$ cat src/rtl/bus_pkg.sv
// Shared types and constants for the bus-share arbiter slice.
package bus_pkg;

  // Default width of each requester data bus and of the output bus.
  localparam int BUS_DATA_W = 4;

  // Mux select encoding.
  localparam logic SEL_P0 = 1'b0;
  localparam logic SEL_P1 = 1'b1;

  // Arbiter ownership state.
  typedef enum logic [1:0] {
    IDLE = 2'd0,
    OWN0 = 2'd1,
    OWN1 = 2'd2
  } bus_state_e;

endpackage : bus_pkg

$ cat src/rtl/bus_mux2.sv
// 2:1 DATA_W-wide bus multiplexer; the select line is owned by the arbiter.
module bus_mux2
  import bus_pkg::*;
#(
  parameter int DATA_W = BUS_DATA_W
) (
  input  logic              sel,
  input  logic [DATA_W-1:0] d0,
  input  logic [DATA_W-1:0] d1,
  output logic [DATA_W-1:0] y
);

  // Pure combinational select; no state in the data path.
  assign y = (sel == SEL_P1) ? d1 : d0;

endmodule : bus_mux2

$ cat src/rtl/bus_share_arbiter.sv
// Round-robin arbiter sharing one 2:1 bus mux between two requesters.
// Grants and the mux select are registered; out_valid/out_data are
// combinational from the owner's request/data and the registered state.
// Optional burst limiting is compiled in with BUS_ARB_BURST_LIMIT_EN.
module bus_share_arbiter
  import bus_pkg::*;
#(
  parameter int DATA_W    = BUS_DATA_W,
  parameter int MAX_BURST = 8
) (
  input  logic              clk,
  input  logic              rst_n,
  input  logic              req0,
  input  logic [DATA_W-1:0] data0,
  output logic              gnt0,
  input  logic              req1,
  input  logic [DATA_W-1:0] data1,
  output logic              gnt1,
  output logic              sel,
  output logic              out_valid,
  output logic [DATA_W-1:0] out_data,
  input  logic              out_ready
);

  // A burst limit below one transfer has no meaning.
  if (MAX_BURST < 1) begin : g_bad_max_burst
    $error("bus_share_arbiter: MAX_BURST must be at least 1");
  end

  bus_state_e        state;
  logic              last;         // requester served most recently
  logic [DATA_W-1:0] mux_data;
  logic              own_req;      // current owner still requesting
  logic              other_req;    // the non-owner is requesting
  logic              xfer;         // handshake completes this cycle
  logic              burst_done;   // owner has used up its burst allowance
  logic              release_grant;

  bus_mux2 #(.DATA_W(DATA_W)) u_mux (
    .sel (sel),
    .d0  (data0),
    .d1  (data1),
    .y   (mux_data)
  );

  assign own_req   = ((state == OWN0) && req0) || ((state == OWN1) && req1);
  assign other_req = ((state == OWN0) && req1) || ((state == OWN1) && req0);
  assign out_valid = own_req;
  assign out_data  = (state == IDLE) ? '0 : mux_data;
  assign xfer      = out_valid && out_ready;

`ifdef BUS_ARB_BURST_LIMIT_EN
  localparam int              CNT_W   = $clog2(MAX_BURST + 1);
  localparam logic [CNT_W-1:0] CNT_MAX = CNT_W'(MAX_BURST);

  logic [CNT_W-1:0] burst_cnt;
  logic [CNT_W-1:0] burst_cnt_next;

  // Transfers under the current grant including this cycle's, saturating.
  // NOTE: always_comb assigns a default first so no path leaves the value
  // unassigned, which would otherwise infer a latch.
  always_comb begin
    burst_cnt_next = burst_cnt;
    if (xfer && (burst_cnt != CNT_MAX)) begin
      burst_cnt_next = burst_cnt + 1'b1;
    end
  end

  // The transfer that reaches the limit is the last one of the burst.
  assign burst_done = (burst_cnt_next == CNT_MAX);

  // Burst counter: cleared whenever the grant changes or the bus is idle.
  always_ff @(posedge clk) begin
    if (!rst_n || (state == IDLE) || release_grant) begin
      burst_cnt <= '0;
    end else begin
      burst_cnt <= burst_cnt_next;
    end
  end
`else
  assign burst_done = 1'b0;
`endif

  // Owner gives the bus up when it drops its request, or when its burst
  // allowance is spent and the other side is waiting.
  assign release_grant = (state != IDLE) && (!own_req || (burst_done && other_req));

  // Ownership FSM with registered grants, select and priority pointer.
  // NOTE: sequential state uses non-blocking assignments so every register
  // samples pre-edge values regardless of statement order.
  always_ff @(posedge clk) begin
    if (!rst_n) begin
      state <= IDLE;
      last  <= 1'b1;
      gnt0  <= 1'b0;
      gnt1  <= 1'b0;
      sel   <= SEL_P0;
    end else begin
      unique case (state)
        IDLE: begin
          // Tie goes to the requester that was not served last.
          if (req0 && (!req1 || last)) begin
            state <= OWN0;
            gnt0  <= 1'b1;
            sel   <= SEL_P0;
          end else if (req1) begin
            state <= OWN1;
            gnt1  <= 1'b1;
            sel   <= SEL_P1;
          end
        end
        OWN0: begin
          if (release_grant) begin
            last <= 1'b0;
            gnt0 <= 1'b0;
            if (req1) begin
              state <= OWN1;
              gnt1  <= 1'b1;
              sel   <= SEL_P1;
            end else begin
              state <= IDLE;
            end
          end
        end
        OWN1: begin
          if (release_grant) begin
            last <= 1'b1;
            gnt1 <= 1'b0;
            if (req0) begin
              state <= OWN0;
              gnt0  <= 1'b1;
              sel   <= SEL_P0;
            end else begin
              state <= IDLE;
            end
          end
        end
        default: begin
          state <= IDLE;
          gnt0  <= 1'b0;
          gnt1  <= 1'b0;
        end
      endcase
    end
  end

endmodule : bus_share_arbiter

$ cat config.mk
export PLATFORM = sky130hd
export DESIGN_NAME = bus_share_arbiter
export DESIGN_NICKNAME = d
export VERILOG_FILES = /design/src/rtl/bus_pkg.sv /design/src/rtl/bus_mux2.sv /design/src/rtl/bus_share_arbiter.sv
export SDC_FILE = /design/constraint.sdc
export NUM_CORES = 1
export LEC_CHECK = 0
export CAP_MARGIN = 20
export CELL_PAD_IN_SITES_DETAIL_PLACEMENT = 0
export CELL_PAD_IN_SITES_GLOBAL_PLACEMENT = 2
export CORE_MARGIN = 3
export CORE_UTILIZATION = 21
export DETAILED_ROUTE_END_ITERATION = 16
export GPL_TIMING_DRIVEN = 0
export HOLD_SLACK_MARGIN = 0.06
export PLACE_DENSITY_LB_ADDON = 0.15
export SLEW_MARGIN = 20
export SYNTH_ARGS = -nofsm -noshare
export SYNTH_HDL_FRONTEND = slang
export SYNTH_SLANG_ARGS = --single-unit
$ cat constraint.sdc
create_clock -name clk -period 1.48 [get_ports clk]
set_input_delay 0.37 -clock clk [delete_from_list [all_inputs] [get_ports clk]]
set_output_delay 0.37 -clock clk [all_outputs]
set_load 0.02 [all_outputs]
## Word level (Yosys, flattened, before mapping)

Index checks and enable logic that the tools add are counted.

| cells by class | value |
|---|---|
| equal/unequal tests | 8 |
| mux-type cells | 26 |
| reduce and logical (&&, ||, !) cells | 17 |

Operator list:

| kind | count |
|---|---|
| 1-bit 2-to-1 mux | 14 |
| 2-bit 2-to-1 mux | 5 |
| 1-bit one-hot mux with 3 select lines | 3 |
| 3-bit AND reduction | 3 |
| 4-bit 2-to-1 mux | 2 |
| 2-bit inequality test (second input constant) | 4 |
| 4-bit AND reduction | 2 |
| 2-bit one-hot mux with 3 select lines | 1 |
| 1-bit logical AND | 4 |
| 2-bit nonzero test | 2 |
| 3-bit by 2-bit inequality test with 1-bit output (second input constant) | 1 |
| 3-bit nonzero test | 1 |
| 2-bit by 1-bit equality test with 1-bit output (second input constant) | 1 |
| 2-bit equality test (second input constant) | 1 |
| 1-bit logical NOT | 2 |
| 2-bit logical NOT | 1 |
| 1-bit logical OR | 2 |
| 2-bit by 1-bit inequality test with 1-bit output (second input constant) | 1 |
| 1-bit one-hot mux with 2 select lines | 1 |

| word-level totals | value |
|---|---|
| bits in registers | 6 |
| input bits | 13 |
| output and inout bits | 8 |

## Longest topological paths before layout

Gate-level depths: netlist of the first run.

| depth | value |
|---|---|
| depth after elaboration | 7 |
| mapped depth | 7 |

## By module

From an unflattened synthesis of the first run, not the netlist that was laid out.

| unflattened totals | value |
|---|---|
| cells, all modules | 69 |
| area total of the unflattened synthesis | 570.5 µm² |

By module, submodules not included:

| module | times used | cells an instance | area an instance (µm²) | sequential area each (µm²) |
|---|---|---|---|---|
| bus_share_arbiter | 1 | 65 | 525.5 | 120.1 |
| bus_mux2 | 1 | 4 | 45.0 | 0.0 |

## Worst setup path before layout of the first run

Ideal clock, no wire load.

| timing path | value |
|---|---|
| kind | register -> output |
| start point | register state[0] |
| end point | output port out_data[0] |
| data arrival time | 1.156 ns |
| required time | 1.110 ns |
| path slack | -0.046 ns |
| cell stages (with the launch flop) | 5 |
| cell sequence | dfxtp_1 -> inv_1 -> ha_1 -> buf_4 -> nor2_1 |

| between the ends | value |
|---|---|
| longest elaborated chain between the ends | 2 |

RTL lines:

| item | line | source |
|---|---|---|
| start: declaration | bus_share_arbiter.sv:30 | `bus_state_e state;` |
| start signal: assignment | bus_share_arbiter.sv:93 | `state <= IDLE;` |
| start signal: assignment | bus_share_arbiter.sv:103 | `state <= OWN0;` |
| start signal: assignment | bus_share_arbiter.sv:107 | `state <= OWN1;` |
| 2-bit logical NOT | bus_share_arbiter.sv:49 | `assign out_data = (state == IDLE) ? '0 : mux_data;` |
| 4-bit 2-to-1 mux | bus_share_arbiter.sv:49 |  |
| end: declaration | bus_share_arbiter.sv:21 | `output logic [DATA_W-1:0] out_data,` |

Every way passes these cells.

## Worst setup path in the final report of the first run

| timing path | value |
|---|---|
| start point | register state[1] |
| end point | output port out_valid |

| between the ends | value |
|---|---|
| longest elaborated chain between the ends | 3 |

RTL lines:

| item | line | source |
|---|---|---|
| 2-bit by 1-bit equality test with 1-bit output / 2-bit equality test (equally long branches) | bus_share_arbiter.sv:46 | `assign own_req = ((state == OWN0) && req0) \|\| ((state == OWN1) && req1);` |
| 1-bit logical AND | bus_share_arbiter.sv:46 |  |
| 1-bit logical OR * | bus_share_arbiter.sv:46 |  |
| end: declaration | bus_share_arbiter.sv:20 | `output logic out_valid,` |

Every way passes the cells marked *; elsewhere a longest branch is shown, timed or not.

==> metrics.txt, run 1 <==
Final ANT Viol Nets 0; routed vias 660; first-pass GRT wire length 2.79 mm; final worst slack -0.148 ns; Total Routing Usage GR 0.108; setup_tns -0.479 ns; simple-gate area share of the yosys netlist 0.137; syn_nets 82; IO buf count 19; final net count 123; Adder-Cell Fraction of Synth Area 0.0901; Clock Root Buffer clkbuf_4; # IOs 21; met1 Use GR 0.124; Syn Std Cell Area 556 um2; Pwr Total 2.73 mW; largest net degree at the start of global routing 11; compound-gate portion of the synthesized area 0.354; DR pass1 iterations 4; Seq pwr share 0.120; vias in the first global route 667; Static Leak 0.475 nW; Total Wirelength 1.83 mm; synthesized netlist cell count 65; Slew @ Worst Pin 0.342 ns; Routed WL per cell 13.6 um; num rows 18; multiplexer area fraction after synthesis 0.0721; Rel. slew slack 0.772; clk buf depth 2; RSZ-0062 raised after global routing yes; CTS H-tree lvls 1; asr flop ratio synth 0; predominant post-synthesis flop cell dfxtp_1; Final Critical Period 1.63 ns; drt via density 4.93; element type at the critical path end output port; maxcap violations 0; Int Power 1.58 mW; Clk network pwr share 0.059; # hold bufs at CTS 0; largest family of logic cells by synthesized area compound AO/OA/AOI/OAI gates; VDD IR max 1.08 mV; failing checks setup timing; Fin. Hold Viols 0; drt drc 0; Worst EP required 1.11 ns; Antenna Cells 0; Core Box Area 0.00250 mm2; die footprint 0.00330 mm2; placed insts 114; Distinct cells, synth 29; hpwl dp 1.14 mm; clock skew 0.0120 ns; Hold Crit Class register to register; GRT overflow 0; met2 Use GR 0.176; Cell Pwr Density 2350 mW/mm2; Setup CP Type register to output port; Seq/Total Area, Yosys 0.216; switching power 1.15 mW; layout cell share with drive strength beyond 1 0.558; Post-synth EDFFs 0; Comb pwr share 0.821; Horiz. Die Dim 57.4 um; die height 57.4 um; Post-Layout Cell Count 134; fin crit share 1.10; P&R area growth vs syn 109%; worst-path maximum fanout 3; synth warn 0; status complete, but fails checks; Synth Register Bits 6; Synth Area in XOR/XNOR 0; gpl congestion 0.693; CP arrival 1.26 ns; met3 Use GR 0.0452; Clk pin slew, worst setup/hold paths 0.06 ns; Final setup violation count 7; syn_area_per_cell 8.55 um2; Num Clock Sinks 6; Initial Util 0.222; switch share 0.422; CTS tree done; Inserted Clock Buffers 3; Max Slew Vio Count 0; max frequency 0.614 GHz; later-pin clock latency in the skew report 0.25 ns; CP Launch Type register; Layout fillers 236; GR peak layer met2; initial antenna violation count 0; DRT iter0 DRCs 6
## critical path, stage by stage (launching register included)
cell,delay (ns)
dfxtp_4,0.36
inv_4,0.05
ha_4,0.15
buf_8,0.11
a22o_4,0.21
buf_6,0.12
## sequential cells by signal, summed over array words and instances, names as in the netlist
signal,flops
state,2
gnt1,1
sel,1
gnt0,1
last,1
## timing repair
action | CTS | global route
endpoints found under the setup margin | 13 | 11
pin swaps | 7 | 13
gates resized for setup | 61 | 33
buffers inserted | 8 | 11
## worst paths after layout
check	from	endpoint	slack [ns]	depth (start not counted)
setup / recovery	state[1]	out_valid	-0.15	5
hold / removal	gnt0	gnt0	0.51	1
setup reg to reg	state[0]	state[0]	-0.03	7
hold reg to reg	gnt0	gnt0	0.51	1
## power groups by stage
stage                     combinational (mW)  clock [mW]  sequential (mW)
after floorplan                        0.858           0            0.320
after global placement                  1.29           0            0.282
after detailed placement                1.27           0            0.284
after CTS                               1.66       0.171            0.322
after global routing                    2.39       0.179            0.340
final                                   2.24       0.160            0.326
## routing by layer
metal	up-vias	share of wire
met1	309	0.40
li1	320	-
met2	29	0.51
met4	0	0.0049
met5	-	0
met3	2	0.082
## cell families after synthesis
group	after synthesis
mux	4
flops	6
simple gates	15
compound gates	25
fa+ha+maj	4
buf+inv	11
## per-stage QoR
step,utilization,instance area (um2),setup slack [ns],hold slack (ns)
2_1_floorplan,-,556,-0.0465,0.446
3_3_place_gp,0.313,783,-0.710,0.496
3_5_place_dp,0.313,783,-0.695,0.504
4_1_cts,0.383,957,-0.202,0.513
5_1_grt,0.464,1160,-0.188,0.547
6_report,0.464,1160,-0.148,0.505
## synth_stat cells, types with 2 or more instances
cell type	instances	area (um2)
a211oi_1	4	30.0
a21oi_1	6	30.0
a31oi_1	3	18.8
clkbuf_8	2	27.5
dfxtp_1	6	120
ha_1	4	50.1
inv_1	6	22.5
mux2i_1	4	40.0
nor2_1	8	30.0
o21a_1	2	15.0
o31ai_1	2	15.0
## placed cells by master, fill, tap and decap left out, drive strengths merged, types with 2 or more instances in the layout
cell type      count
a211oi             4
a21oi              6
a31oi              3
buf               27
clkbuf             3
clkdlybuf4s50      7
dfxtp              6
dlygate4sd2        5
dlymetal6s2s       2
ha                 4
inv                6
mux2i              4
nand2              2
nor2               8
o21a               2
o31ai              2
## cell type report
type,instances,area (um2),share of cell area
inverters,6,30.0,0.0259
clock buffers,3,22.5,0.0194
plain buffers,4,52.6,0.0453
well taps,30,37.5,0.0323
repair buffers,37,357,0.307
multi-input cells,48,533,0.459
flip-flops and latches,6,129,0.111
(Power assumes the default switching activity.)
==> run 2: changes to the inputs <==
--- a/config.mk
+++ b/config.mk
@@ -9,7 +9,8 @@
 export CELL_PAD_IN_SITES_DETAIL_PLACEMENT = 0
 export CELL_PAD_IN_SITES_GLOBAL_PLACEMENT = 2
 export CORE_MARGIN = 3
-export CORE_UTILIZATION = 21
+export CORE_UTILIZATION = 22
+export CTS_BUF_LIST = sky130_fd_sc_hd__clkbuf_8
 export DETAILED_ROUTE_END_ITERATION = 16
 export GPL_TIMING_DRIVEN = 0
 export HOLD_SLACK_MARGIN = 0.06
==> run 2 against run 1 <==
Net effect: the flow still finishes with violations (setup timing); final cell count decreased by 7.5%; critical path type unchanged; critical endpoint unchanged; largest cell class unchanged; flip-flop and latch count unchanged; power decreased by 5.1%; global-route usage increased by 1.0 points.
==> metrics.txt, run 2 (same netlist as run 1, synthesis figures left out) <==
status complete, but fails checks; failing checks setup timing; die footprint 0.00316 mm2 (-4.1%); Antenna Cells 0 (unchanged); die height 56.3 um (-2.1%); pre-CTS WS -0.704 ns (-0.00927 ns); routed wl met3 68 um (-54%); Core Box Area 0.00230 mm2 (-8.1%); switching power 1.09 mW (-4.9%); CP arrival 1.24 ns (-0.02 ns); met2 WL 857 um (-8.7%); max frequency 0.622 GHz (+1.3%); final net count 115 (-6.5%); num rows 17 (-1); clk buf depth 2 (unchanged); Seq pwr share 0.125 (+0.005); drt drc 0 (unchanged); Int Power 1.49 mW (-5.2%); Hold Crit Class register to register; hpwl dp 1.14 mm (about the same); final worst slack -0.127 ns (+0.0210 ns); Setup CP Type register to output port; setup_tns -0.453 ns (+0.0263 ns); Pwr Total 2.59 mW (-5.1%); Horiz. Die Dim 56.3 um (-2.1%); RSZ-0062 raised after global routing yes; Final setup violation count 7 (unchanged); Initial Util 0.242 (+0.0196); later-pin clock latency in the skew report 0.23 ns (-0.02 ns); most frequent cells in the layout 11 x dlygate4sd2_1, 8 x buf_6, 7 x buf_4; Clock Root Buffer clkbuf_8; largest net degree at the start of global routing 11 (unchanged); Static Leak 0.427 nW (-10%); Max Slew Vio Count 0 (unchanged); # IOs 21 (unchanged); Fin. Hold Viols 0 (unchanged); maxcap violations 0 (unchanged); Rel. slew slack 0.772 (about the same); most common cell after layout, fill and taps aside dlygate4sd2_1; Slew @ Worst Pin 0.342 ns (-0.000246 ns); element type at the critical path end output port; Final Critical Period 1.61 ns (-0.0210 ns); worst-path maximum fanout 3 (unchanged); IO buf count 19 (unchanged); P&R area growth vs syn 95.3%; Cell Pwr Density 2390 mW/mm2 (+1.6%); Most flops, register state; fin crit share 1.09 (-0.0142); CTS tree done; WHS 0.505 ns (-0.000574 ns); Routed WL per cell 14.0 um (+2.4%); GRT overflow 0 (unchanged); Total Wirelength 1.73 mm (-5.2%); Inserted Clock Buffers 3 (unchanged); Worst EP required 1.11 ns (about the same); Clk network pwr share 0.100 (+0.041); gpl congestion 0.722 (+4.1%); initial antenna violation count 0 (unchanged); vias in the first global route 610 (-8.5%); M1 WL 766 um (+4.9%); top routing layer used met4; CTS H-tree lvls 1 (unchanged); Clk pin slew, worst setup/hold paths 0.04 ns (-0.02 ns); clock skew 0.00253 ns (-0.00943 ns); CP Launch Type register; VDD IR max 1.04 mV (-3.0%); layout cell share with drive strength beyond 1 0.510 (-0.0473); Comb pwr share 0.775 (-0.046); r2r setup slk -0.06 ns (-0.03 ns); Num Clock Sinks 6 (unchanged); switch share 0.422 (+0.000860); drt via density 4.96 (+0.70%); DR pass1 iterations 4 (unchanged); routed vias 615 (-6.8%); first-pass GRT wire length 2.93 mm (+4.7%); Final ANT Viol Nets 0 (unchanged); Total Routing Usage GR 0.118 (+0.0105); DRT iter0 DRCs 10 (+4); Largest register FFs 2 (unchanged)
-- run 2: final timing paths --
kind,startpoint,endpoint,cells after the start
min reg2reg,gnt0,gnt0,1
min,gnt0,gnt0,1
max reg2reg,state[0],state[1],8
max,state[1],out_valid,4
-- run 2: power groups by stage --
stage / Clock [mW] / Sequential (mW) / Combinational [mW]
after floorplan: 0 / 0.320 / 0.858
after global placement: 0 / 0.284 / 1.29
after detailed placement: 0 / 0.285 / 1.27
after CTS: 0.271 / 0.327 / 1.81
after global routing: 0.276 / 0.337 / 2.16
final: 0.259 / 0.323 / 2.01
-- run 2: per-layer routing --
layer / vias up / track usage
met4: 0 / 0.0610
met3: 5 / 0.0368
met2: 13 / 0.182
met5: - / 0
met1: 296 / 0.147
li1: 301 / -
-- run 2: metrics by stage --
| step | utilization | cells | area (um2) |
|---|---|---|---|
| final | 0.472 | 124 | 1080 |
| after detailed placement | 0.340 | 112 | 781 |
| after CTS | 0.446 | 124 | 1020 |
| after floorplan | - | 65 | 556 |
| after global placement | 0.340 | 112 | 781 |
| after global routing | 0.472 | 124 | 1080 |
-- run 2: area by class of cell --
class                   instances  area [um2]
repair buffers                 29         273
multi-input cells              48         523
inverters                       6        27.5
flip-flops and latches          6         129
fillers                       221        1210
well taps                      28        35.0
plain buffers                   4        56.3
clock buffers                   3        41.3
-- run 2: worst max-delay path: stages (launching register included) --
cell     delay, ns
dfxtp_4       0.35
buf_4         0.14
ha_4          0.16
a22o_4        0.24
buf_6         0.13
-- run 2: repair_timing --
| action | CTS | global route |
|---|---|---|
| gates resized for setup | 77 | 14 |
| pin swaps | 5 | 9 |
| endpoints found under the setup margin | 12 | 11 |
| setup buffers | 9 | 1 |
| hold buffers | 0 | 0 |
